**src/rtl/assoc_cache_ctrl.sv**
```systemverilog
// assoc_cache_ctrl: N-way set-associative write-back / write-allocate cache
// controller with true-LRU replacement, one data word per line, and a
// handshaked backing-memory port.
// Optional feature macro: CACHE_STATS_EN adds saturating hit/miss counters.
module assoc_cache_ctrl #(
    parameter int  WAYS    = 2,
    parameter int  SETS    = 4,
    parameter int  TAG_W   = 3,
    parameter int  DATA_W  = 3,
    localparam int INDEX_W = $clog2(SETS),
    localparam int ADDR_W  = TAG_W + INDEX_W,
    localparam int WAY_W   = $clog2(WAYS)
) (
    input  logic              clock,
    input  logic              reset_n,
    input  logic              req_valid,
    output logic              req_ready,
    input  logic              req_write,
    input  logic [ADDR_W-1:0] req_addr,
    input  logic [DATA_W-1:0] req_wdata,
    output logic              resp_valid,
    output logic              hit_miss,
    output logic [DATA_W-1:0] resp_rdata,
    output logic              wback,
    output logic              mem_req_valid,
    output logic              mem_req_write,
    output logic [ADDR_W-1:0] mem_addr,
    output logic [DATA_W-1:0] mem_wdata,
    input  logic              mem_ack,
    input  logic [DATA_W-1:0] mem_rdata
`ifdef CACHE_STATS_EN
    ,
    output logic [15:0]       hit_count,
    output logic [15:0]       miss_count
`endif
);

    typedef enum logic [2:0] {IDLE, LOOKUP, WBACK, REFILL, RESP} state_t;

    state_t              state_q;
    logic                reqWrite_q;
    logic [ADDR_W-1:0]   reqAddr_q;
    logic [DATA_W-1:0]   reqWdata_q;
    logic [WAY_W-1:0]    victim_q;

    logic                valid_q [SETS][WAYS];
    logic                dirty_q [SETS][WAYS];
    logic [WAY_W-1:0]    age_q   [SETS][WAYS];
    logic [TAG_W-1:0]    tag_q   [SETS][WAYS];
    logic [DATA_W-1:0]   data_q  [SETS][WAYS];

    logic                respValid_q;
    logic                hitMiss_q;
    logic [DATA_W-1:0]   respRdata_q;
    logic                wback_q;
    logic                memReqValid_q;
    logic                memReqWrite_q;
    logic [ADDR_W-1:0]   memAddr_q;
    logic [DATA_W-1:0]   memWdata_q;

    logic [INDEX_W-1:0]  idx;
    logic [TAG_W-1:0]    reqTag;
    logic                hit;
    logic [WAY_W-1:0]    hitWay;
    logic [WAY_W-1:0]    victimWay;
    logic [WAY_W-1:0]    accWay;
    logic [WAY_W-1:0]    accAge;

    assign idx           = reqAddr_q[INDEX_W-1:0];
    assign reqTag        = reqAddr_q[ADDR_W-1:INDEX_W];
    assign req_ready     = (state_q == IDLE);
    assign resp_valid    = respValid_q;
    assign hit_miss      = hitMiss_q;
    assign resp_rdata    = respRdata_q;
    assign wback         = wback_q;
    assign mem_req_valid = memReqValid_q;
    assign mem_req_write = memReqWrite_q;
    assign mem_addr      = memAddr_q;
    assign mem_wdata     = memWdata_q;

    // Tag match across the set, victim choice (lowest invalid way, else the
    // oldest way), and the way/age whose access drives the LRU update.
    always_comb begin
        hit       = 1'b0;
        hitWay    = '0;
        victimWay = '0;
        for (int w = 0; w < WAYS; w++) begin
            if (valid_q[idx][w] && (tag_q[idx][w] == reqTag)) begin
                hit    = 1'b1;
                hitWay = WAY_W'(w);
            end
            if (age_q[idx][w] == WAY_W'(WAYS - 1)) begin
                victimWay = WAY_W'(w);
            end
        end
        for (int w = WAYS - 1; w >= 0; w--) begin
            if (!valid_q[idx][w]) begin
                victimWay = WAY_W'(w);
            end
        end
        accWay = (state_q == LOOKUP) ? hitWay : victim_q;
        accAge = age_q[idx][accWay];
    end

    // Main controller FSM: owns state, line metadata (valid/dirty/age) and all
    // registered outputs, so reset clears them asynchronously.
    always_ff @(posedge clock or negedge reset_n) begin
        if (!reset_n) begin
            state_q       <= IDLE;
            reqWrite_q    <= 1'b0;
            reqAddr_q     <= '0;
            reqWdata_q    <= '0;
            victim_q      <= '0;
            respValid_q   <= 1'b0;
            hitMiss_q     <= 1'b0;
            respRdata_q   <= '0;
            wback_q       <= 1'b0;
            memReqValid_q <= 1'b0;
            memReqWrite_q <= 1'b0;
            memAddr_q     <= '0;
            memWdata_q    <= '0;
            for (int s = 0; s < SETS; s++) begin
                for (int w = 0; w < WAYS; w++) begin
                    valid_q[s][w] <= 1'b0;
                    dirty_q[s][w] <= 1'b0;
                    age_q[s][w]   <= WAY_W'(w);
                end
            end
        end else begin
            respValid_q <= 1'b0;
            wback_q     <= 1'b0;
            case (state_q)
                IDLE: begin
                    if (req_valid) begin
                        reqWrite_q <= req_write;
                        reqAddr_q  <= req_addr;
                        reqWdata_q <= req_wdata;
                        state_q    <= LOOKUP;
                    end
                end
                LOOKUP: begin
                    if (hit) begin
                        for (int w = 0; w < WAYS; w++) begin
                            if (age_q[idx][w] < accAge) begin
                                age_q[idx][w] <= age_q[idx][w] + 1'b1;
                            end
                        end
                        age_q[idx][hitWay] <= '0;
                        if (reqWrite_q) begin
                            dirty_q[idx][hitWay] <= 1'b1;
                        end
                        respRdata_q <= reqWrite_q ? reqWdata_q : data_q[idx][hitWay];
                        hitMiss_q   <= 1'b1;
                        respValid_q <= 1'b1;
                        state_q     <= RESP;
                    end else begin
                        victim_q      <= victimWay;
                        memReqValid_q <= 1'b1;
                        if (valid_q[idx][victimWay] && dirty_q[idx][victimWay]) begin
                            memReqWrite_q <= 1'b1;
                            memAddr_q     <= {tag_q[idx][victimWay], idx};
                            memWdata_q    <= data_q[idx][victimWay];
                            state_q       <= WBACK;
                        end else begin
                            memReqWrite_q <= 1'b0;
                            memAddr_q     <= reqAddr_q;
                            state_q       <= REFILL;
                        end
                    end
                end
                WBACK: begin
                    if (mem_ack) begin
                        wback_q       <= 1'b1;
                        memReqWrite_q <= 1'b0;
                        memAddr_q     <= reqAddr_q;
                        state_q       <= REFILL;
                    end
                end
                REFILL: begin
                    if (mem_ack) begin
                        for (int w = 0; w < WAYS; w++) begin
                            if (age_q[idx][w] < accAge) begin
                                age_q[idx][w] <= age_q[idx][w] + 1'b1;
                            end
                        end
                        age_q[idx][victim_q]   <= '0;
                        valid_q[idx][victim_q] <= 1'b1;
                        dirty_q[idx][victim_q] <= reqWrite_q;
                        memReqValid_q          <= 1'b0;
                        respRdata_q            <= reqWrite_q ? reqWdata_q : mem_rdata;
                        hitMiss_q              <= 1'b0;
                        respValid_q            <= 1'b1;
                        state_q                <= RESP;
                    end
                end
                RESP: begin
                    state_q <= IDLE;
                end
                default: begin
                    state_q <= IDLE;
                end
            endcase
        end
    end

    // Tag and data storage carry no reset; validity is tracked separately.
    always_ff @(posedge clock) begin
        if ((state_q == LOOKUP) && hit && reqWrite_q) begin
            data_q[idx][hitWay] <= reqWdata_q;
        end
        if ((state_q == REFILL) && mem_ack) begin
            tag_q[idx][victim_q]  <= reqTag;
            data_q[idx][victim_q] <= reqWrite_q ? reqWdata_q : mem_rdata;
        end
    end

`ifdef CACHE_STATS_EN
    logic [15:0] hitCount_q;
    logic [15:0] missCount_q;

    assign hit_count  = hitCount_q;
    assign miss_count = missCount_q;

    // Saturating hit/miss counters, bumped once per response.
    always_ff @(posedge clock or negedge reset_n) begin
        if (!reset_n) begin
            hitCount_q  <= '0;
            missCount_q <= '0;
        end else if (state_q == RESP) begin
            if (hitMiss_q) begin
                if (hitCount_q != 16'hFFFF) begin
                    hitCount_q <= hitCount_q + 16'd1;
                end
            end else begin
                if (missCount_q != 16'hFFFF) begin
                    missCount_q <= missCount_q + 16'd1;
                end
            end
        end
    end
`endif

endmodule

```
**config.mk**
```make
export PLATFORM = sky130hd
export DESIGN_NAME = assoc_cache_ctrl
export DESIGN_NICKNAME = d
export VERILOG_FILES = /design/src/rtl/assoc_cache_ctrl.sv
export SDC_FILE = /design/constraint.sdc
export NUM_CORES = 1
export LEC_CHECK = 0
export CAP_MARGIN = 0
export CORE_MARGIN = 4
export CORE_UTILIZATION = 55
export CTS_BUF_LIST = sky130_fd_sc_hd__clkbuf_8
export DETAILED_ROUTE_END_ITERATION = 10
export HOLD_SLACK_MARGIN = 0.03
export PLACE_DENSITY = 0.76
export SYNTH_ARGS = -nofsm -noshare
export SYNTH_HDL_FRONTEND = slang
export SYNTH_SLANG_ARGS = --single-unit
```
**constraint.sdc**
```tcl
create_clock -name clock -period 2.6 [get_ports clock]
set_clock_uncertainty 0.2 [all_clocks]
set_input_delay 0.26 -clock clock [delete_from_list [all_inputs] [get_ports clock]]
set_output_delay 0.26 -clock clock [all_outputs]
set_load 0.01 [all_outputs]
```
After elaboration in Yosys (flattened, before gate mapping)
Memories as Yosys holds them, arrays and structs flattened.
Cells that the tools add are included.
- add/sub/neg operators: 2
- $mul: 0
- divide/modulo/power cells: 0
- order comparisons: 10
- equal/unequal tests: 11
- shift-type cells: 0
- multiplexer cells: 109
- bitwise operators: 18
- reductions and logical operators: 21
- operator list (operator ; count):
    $mux W8 ; 16
    $mux W3 ; 19
    $mux W1 ; 36
    $bwmux W8 ; 4
    $pmux W8 S2 ; 2
    $mux W2 ; 9
    $and A8 B8 Y8 ; 2
    $demux W2 S2 ; 4
    $not A8 Y8 ; 2
    $or A8 B8 Y8 ; 2
    $mux W5 ; 3
    $reduce_and A3 Y1 ; 5
    $bmux W2 S2 ; 3
    $mux W6 ; 2
    $ne A2 B2 Y1 const B ; 6
    $pmux W3 S4 ; 1
    $pmux W5 S2 ; 1
    $logic_and A1 B1 Y1 ; 9
    $ge A2 B2 Y1 const B ; 4
    $not A1 Y2 ; 4
    $pmux W1 S2 ; 4
    $demux W3 S1 ; 2
    $eq A3 B2 Y1 const B ; 2
    $eq A3 B3 Y1 ; 2
    other kinds (15) ; 27
- bits in registers: 53
- bits in latches: 0
- RAM bits: 48
- memory bits (read-only): 0
- output and inout port bits: 17
- memories: 2
- memory list (memory ; words ; bits a word ; rd ports ; clocked after Yosys merged registers in ; wr ports ; RTL line ; source):
    data_q ; 4 ; 6 ; 1 ; 0 ; 1 ; 50 ; logic [DATA_W-1:0] data_q [SETS][WAYS];
    tag_q ; 4 ; 6 ; 1 ; 0 ; 1 ; 49 ; logic [TAG_W-1:0] tag_q [SETS][WAYS];

Longest topological paths before layout
- depth in word-level cells: 22
- depth in mapped cells: 9
- gate-level depth less buffers: 6

Worst setup path before layout
OpenSTA, ideal clock, no wires.
- kind: reg2reg
- start point: reg reqAddr_q[0]
- end point: reg memWdata_q[0] (netlist: mem_wdata[0])
- library setup time: 0.125 ns
- data arrival time: 2.320 ns
- data required time: 2.275 ns
- setup slack: -0.045 ns
- cell stages (with the launch flop): 10
- clock period less this slack: 2.645 ns
- path through: dfrtp_1 -> buf_6 -> buf_8 -> mux4_2 -> xnor2_2 -> nand4_4 -> a31oi_4 -> nand2b_1 -> buf_6 -> mux2_4
- word-level cells in the longest chain between the ends: 13
- elaborated cells on any way between the ends: 34
- ends and longest elaborated chain (item ; RTL line ; source):
    from (decl) ; 42 ; logic [ADDR_W-1:0] reqAddr_q;
    from (signal assigned) ; 136 ; reqAddr_q <= req_addr;
    $not A2 Y3 (not written as such) ; n/a ;
    $bmux W2 S2 ; 92 ; if (age_q[idx][w] == WAY_W'(WAYS - 1)) begin
    $mux W2 (not written as such) (2 in a row) ; 92 ;
    $mux W1 ; 92 ;
    $mux W1 (2 in a row) ; 97 ; if (!valid_q[idx][w]) begin
    $not A1 Y2 (not written as such) ; 159, 162 ;
    $mux W1 (not written as such) (3 in a row) ; 159 ; if (valid_q[idx][victimWay] && dirty_q[idx][victimWay]) begin
    $logic_and A1 B1 Y1 ; 159 ;
    $reduce_and A3 Y1 (no source line) ; n/a ;
    to (signal assigned) ; 162 ; memWdata_q <= data_q[idx][victimWay];
    to (decl) ; 59 ; logic [DATA_W-1:0] memWdata_q;
Parallel ways exist; a longest one is shown, timed or not. The select of a mux whose other input is x is not followed.
A chain may end at the register's enable or synchronous reset.

Worst setup path in the final report
- start point: reg reqAddr_q[0]
- end point: reg age_q[5] in the netlist's numbering
- word-level cells in the longest chain between the ends: 22
- elaborated cells on any way between the ends: 63
- ends and longest elaborated chain (item ; RTL line ; source):
    $not A2 Y3 (not written as such) ; n/a ;
    $bmux W2 S2 ; 88 ; if (valid_q[idx][w] && (tag_q[idx][w] == reqTag)) begin
    $mux W2 (not written as such) (2 in a row) ; 88 ;
    $logic_and A1 B1 Y1 ; 88 ;
    $mux W1 ; 88 ;
    $mux W1 ; 101 ; accWay = (state_q == LOOKUP) ? hitWay : victim_q;
    $not A1 Y2 (not written as such) ; 102 ; accAge = age_q[idx][accWay];
    $mux W1 (not written as such) (3 in a row) ; 102 ;
    [... 3 more ...] ; n/a ;
    $mux W8 ; 132 ; case (state_q)
    $bwmux W8 (on tied branches) ; 183, 145 ;
    $mux W8 (on tied branches) ; 182, 144 ;
    $mux W8 (on tied branches) ; 180, 142 ;
    $mux W8 ; 132 ;
    $and A8 B8 Y8 (no source line) ; n/a ;
    $mux W8 (on tied branches) ; 180, 142 ;
    $pmux W8 S2 ; 132 ;
    to (signal, indexed assignment) ; 126 ; age_q[s][w] <= WAY_W'(w);
    to (signal, indexed assignment) ; 145 ; age_q[idx][w] <= age_q[idx][w] + 1'b1;
    to (signal, indexed assignment) ; 183 ; age_q[idx][w] <= age_q[idx][w] + 1'b1;
    to (decl) ; 48 ; logic [WAY_W-1:0] age_q [SETS][WAYS];
Parallel ways exist; a longest one is shown, timed or not. The select of a mux whose other input is x is not followed.

==> metrics <==
synthesized instance count 356; Total Nets Final 439; Synth cell types 46; r2r startpoint reqAddr_q[0]$_DFFE_PN0P_; DRT antenna net count 0; Initial Util 0.572; Leak 2.31 nW; Layout Area Growth over Synthesis 23.9%; share of cells above drive strength 1 0.336; routability cong. 0.876; syn nets 372; Hold Crit Class in2async; Reg2Reg Capture Point age_q[5]$_DFFE_PN0P_; Synth Register Bits 101; Avg WL per Cell 20.0 um; number of diodes 0; outcome finished, violations left; DR iter-0 viols 249; Area after DPL 0.00535 mm^2; slew margin rel. 0.496; height of the die 101 um; Final Non-Filler Cells 533; CP Class reg2reg; Core Box Area 0.00830 mm^2; clock buffer depth 2; PortBufs 32; Fin Hold WS 237 ps; slew at the pin closest to its max-slew limit 749 ps; Final Hold Fails 0; DIE AREA 0.0102 mm^2; sequential share of the synthesized area 0.584; Critical Path Start reqAddr_q[0]$_DFFE_PN0P_; clk root buf clkbuf_8; H-tree depth 3; final wirelength 10600 um; max-cap violation count 0; most frequent cells in the layout dfrtp_1 (48), edfxtp_1 (48), buf_4 (34); CP max FO 6; num ports 33; largest net degree at the start of global routing 28; final worst setup slack -39.2 ps; cts bufs inserted 9; Max Fclk 379 MHz; worst reg-to-reg path cell count 7; netlist area before placement 0.00475 mm^2; R2R setup slack -40 ps; setup violators final 11; DP Cell Count 505; vias per cell 6.13; Filler cells 528; Critical Path Source Type flop; post-layout util 0.709; clk sinks 101; CTS clk-pin slew, worst paths 110 ps; CTS tree built; number of synthesized flops with an enable pin 48; drt first pass iters 5; GR Overflow Total 0; Synth Flop Type dfrtp_1; crit share post-route 1.02; hpwl dp 7530 um; final instance area 0.00588 mm^2; vias in the first global route 3302; synthesized area per cell 13.3 um^2; critical path endpoint category flop; Critical Path RT 2670 ps; yosys synthesis warning count 0; PwrDens 1270 mW/mm^2; row count 33; Die Span X 101 um; first-pass GRT wire length 17100 um; RSZ-0062 raised after global routing yes; asr flop ratio synth 0.525; DRC 0; detailed-route via count 3268; fin crit period 2640 ps; Clk Latency, worst-skew pair 370 ps; crit path DAT 2710 ps; initial antenna violation count 0; gr usage total 0.220; failing checks setup timing; Max Slew Vio Count 0; VDD IR max 0.000449 V
[kinds of logic after synthesis]
kind of cell           after synthesis  synth area share
AND/OR/NAND/NOR                     98             0.102
XOR/XNOR                             7            0.0161
buffers and inverters               28            0.0290
AO/OA/AOI/OAI                       64            0.0849
flip-flops                         101             0.584
multiplexers                        58             0.184
[what timing repair did]
item,in CTS,in global routing
hold buffers,1,0
buffers inserted,5,6
pin swaps,3,9
endpoints found under the hold margin,22,0
setup endpoints to repair,46,62
resized for setup,24,30
[state kept, by name, summed over array words and instances, names as in the netlist, 3 cells and up]
| register | count |
|---|---|
| state_q | 3 |
| data_q | 24 |
| resp_rdata | 3 |
| mem_addr | 5 |
| mem_wdata | 3 |
| valid_q | 8 |
| dirty_q | 8 |
| reqAddr_q | 5 |
| reqWdata_q | 3 |
| tag_q | 24 |
| age_q | 8 |
[stage by stage]
step | setup slack (ps) | total power [mW] | TNS (ps)
2_1_floorplan | 0.226 | 4.74 | 0
3_3_place_gp | -153 | 5.74 | -3680
3_5_place_dp | -269 | 5.84 | -7350
4_1_cts | -7.72 | 7.10 | -30.6
5_1_grt | -107 | 7.87 | -3780
6_report | -39.2 | 7.44 | -156
[report_power, final]
part           internal, mW  switching [mW]
registers              2.22           0.363
logic                  1.93            1.88
clock network         0.469           0.586
total                  4.62            2.83
[synthesized netlist by cell type, types with 2 or more instances]
library cell / n / area share
clkbuf_1: 10 / 0.0079
nand2_1: 27 / 0.021
edfxtp_1: 48 / 0.30
a221oi_1: 2 / 0.0037
xnor2_1: 4 / 0.0074
mux2_4: 3 / 0.0095
mux2_2: 14 / 0.033
nor3b_1: 3 / 0.0047
nor2b_1: 3 / 0.0040
o2111ai_1: 2 / 0.0037
o21ai_0: 22 / 0.023
mux4_2: 21 / 0.10
inv_1: 10 / 0.0079
mux2i_1: 20 / 0.042
o21a_1: 3 / 0.0047
nor2_1: 32 / 0.025
a31oi_1: 2 / 0.0026
nor3_1: 4 / 0.0042
buf_6: 2 / 0.0047
dfstp_2: 4 / 0.022
o32a_1: 4 / 0.0084
nand3_1: 4 / 0.0042
dfrtp_1: 49 / 0.26
or2_2: 10 / 0.013
a21oi_1: 21 / 0.022
and2_1: 3 / 0.0040
nand2b_1: 4 / 0.0053
xnor2_2: 2 / 0.0069
buf_2: 5 / 0.0053
a41oi_1: 2 / 0.0037
[worst max path at each step]
stage	endpoint	slack, ps	cells after the start
final	age_q[5]$_DFFE_PN0P_	-40	7
after global routing	data_q[0][4]$_DFFE_PP_	-110	8
after CTS	data_q[0][3]$_DFFE_PP_	-8	7
after detailed placement	data_q[3][4]$_DFFE_PP_	-270	7
after global placement	data_q[0][3]$_DFFE_PP_	-150	7
after floorplan	mem_wdata[0]$_DFFE_PN0P_	0.2	9
[metal layers]
metal,routed length (um),GRT usage,share of wire,vias to the layer above
li1,-,-,-,1457
met1,4690,0.324,0.44,1646
met2,5040,0.321,0.47,150
met3,777,0.0595,0.073,15
met4,133,0.0685,0.012,0
met5,0,0,0,-
[final cells by class]
type,count,area [um^2],area share
Clock buffer,9,124,0.0211
Multi-Input combinational cell,227,2040,0.347
Sequential cell,101,2770,0.471
Clock inverter,7,88.8,0.0151
Timing Repair Buffer,74,686,0.117
Tap cell,105,131,0.0223
Inverter,10,37.5,0.00638
[worst max-delay path: stages (launching register included)]
cell	delay, ps
dfrtp_2	450
buf_4	180
mux4_2	560
buf_4	170
nand2_1	50
nand4b_1	200
o21ai_0	320
o32a_1	400
Note: power is estimated with default switching activity, not from simulation.
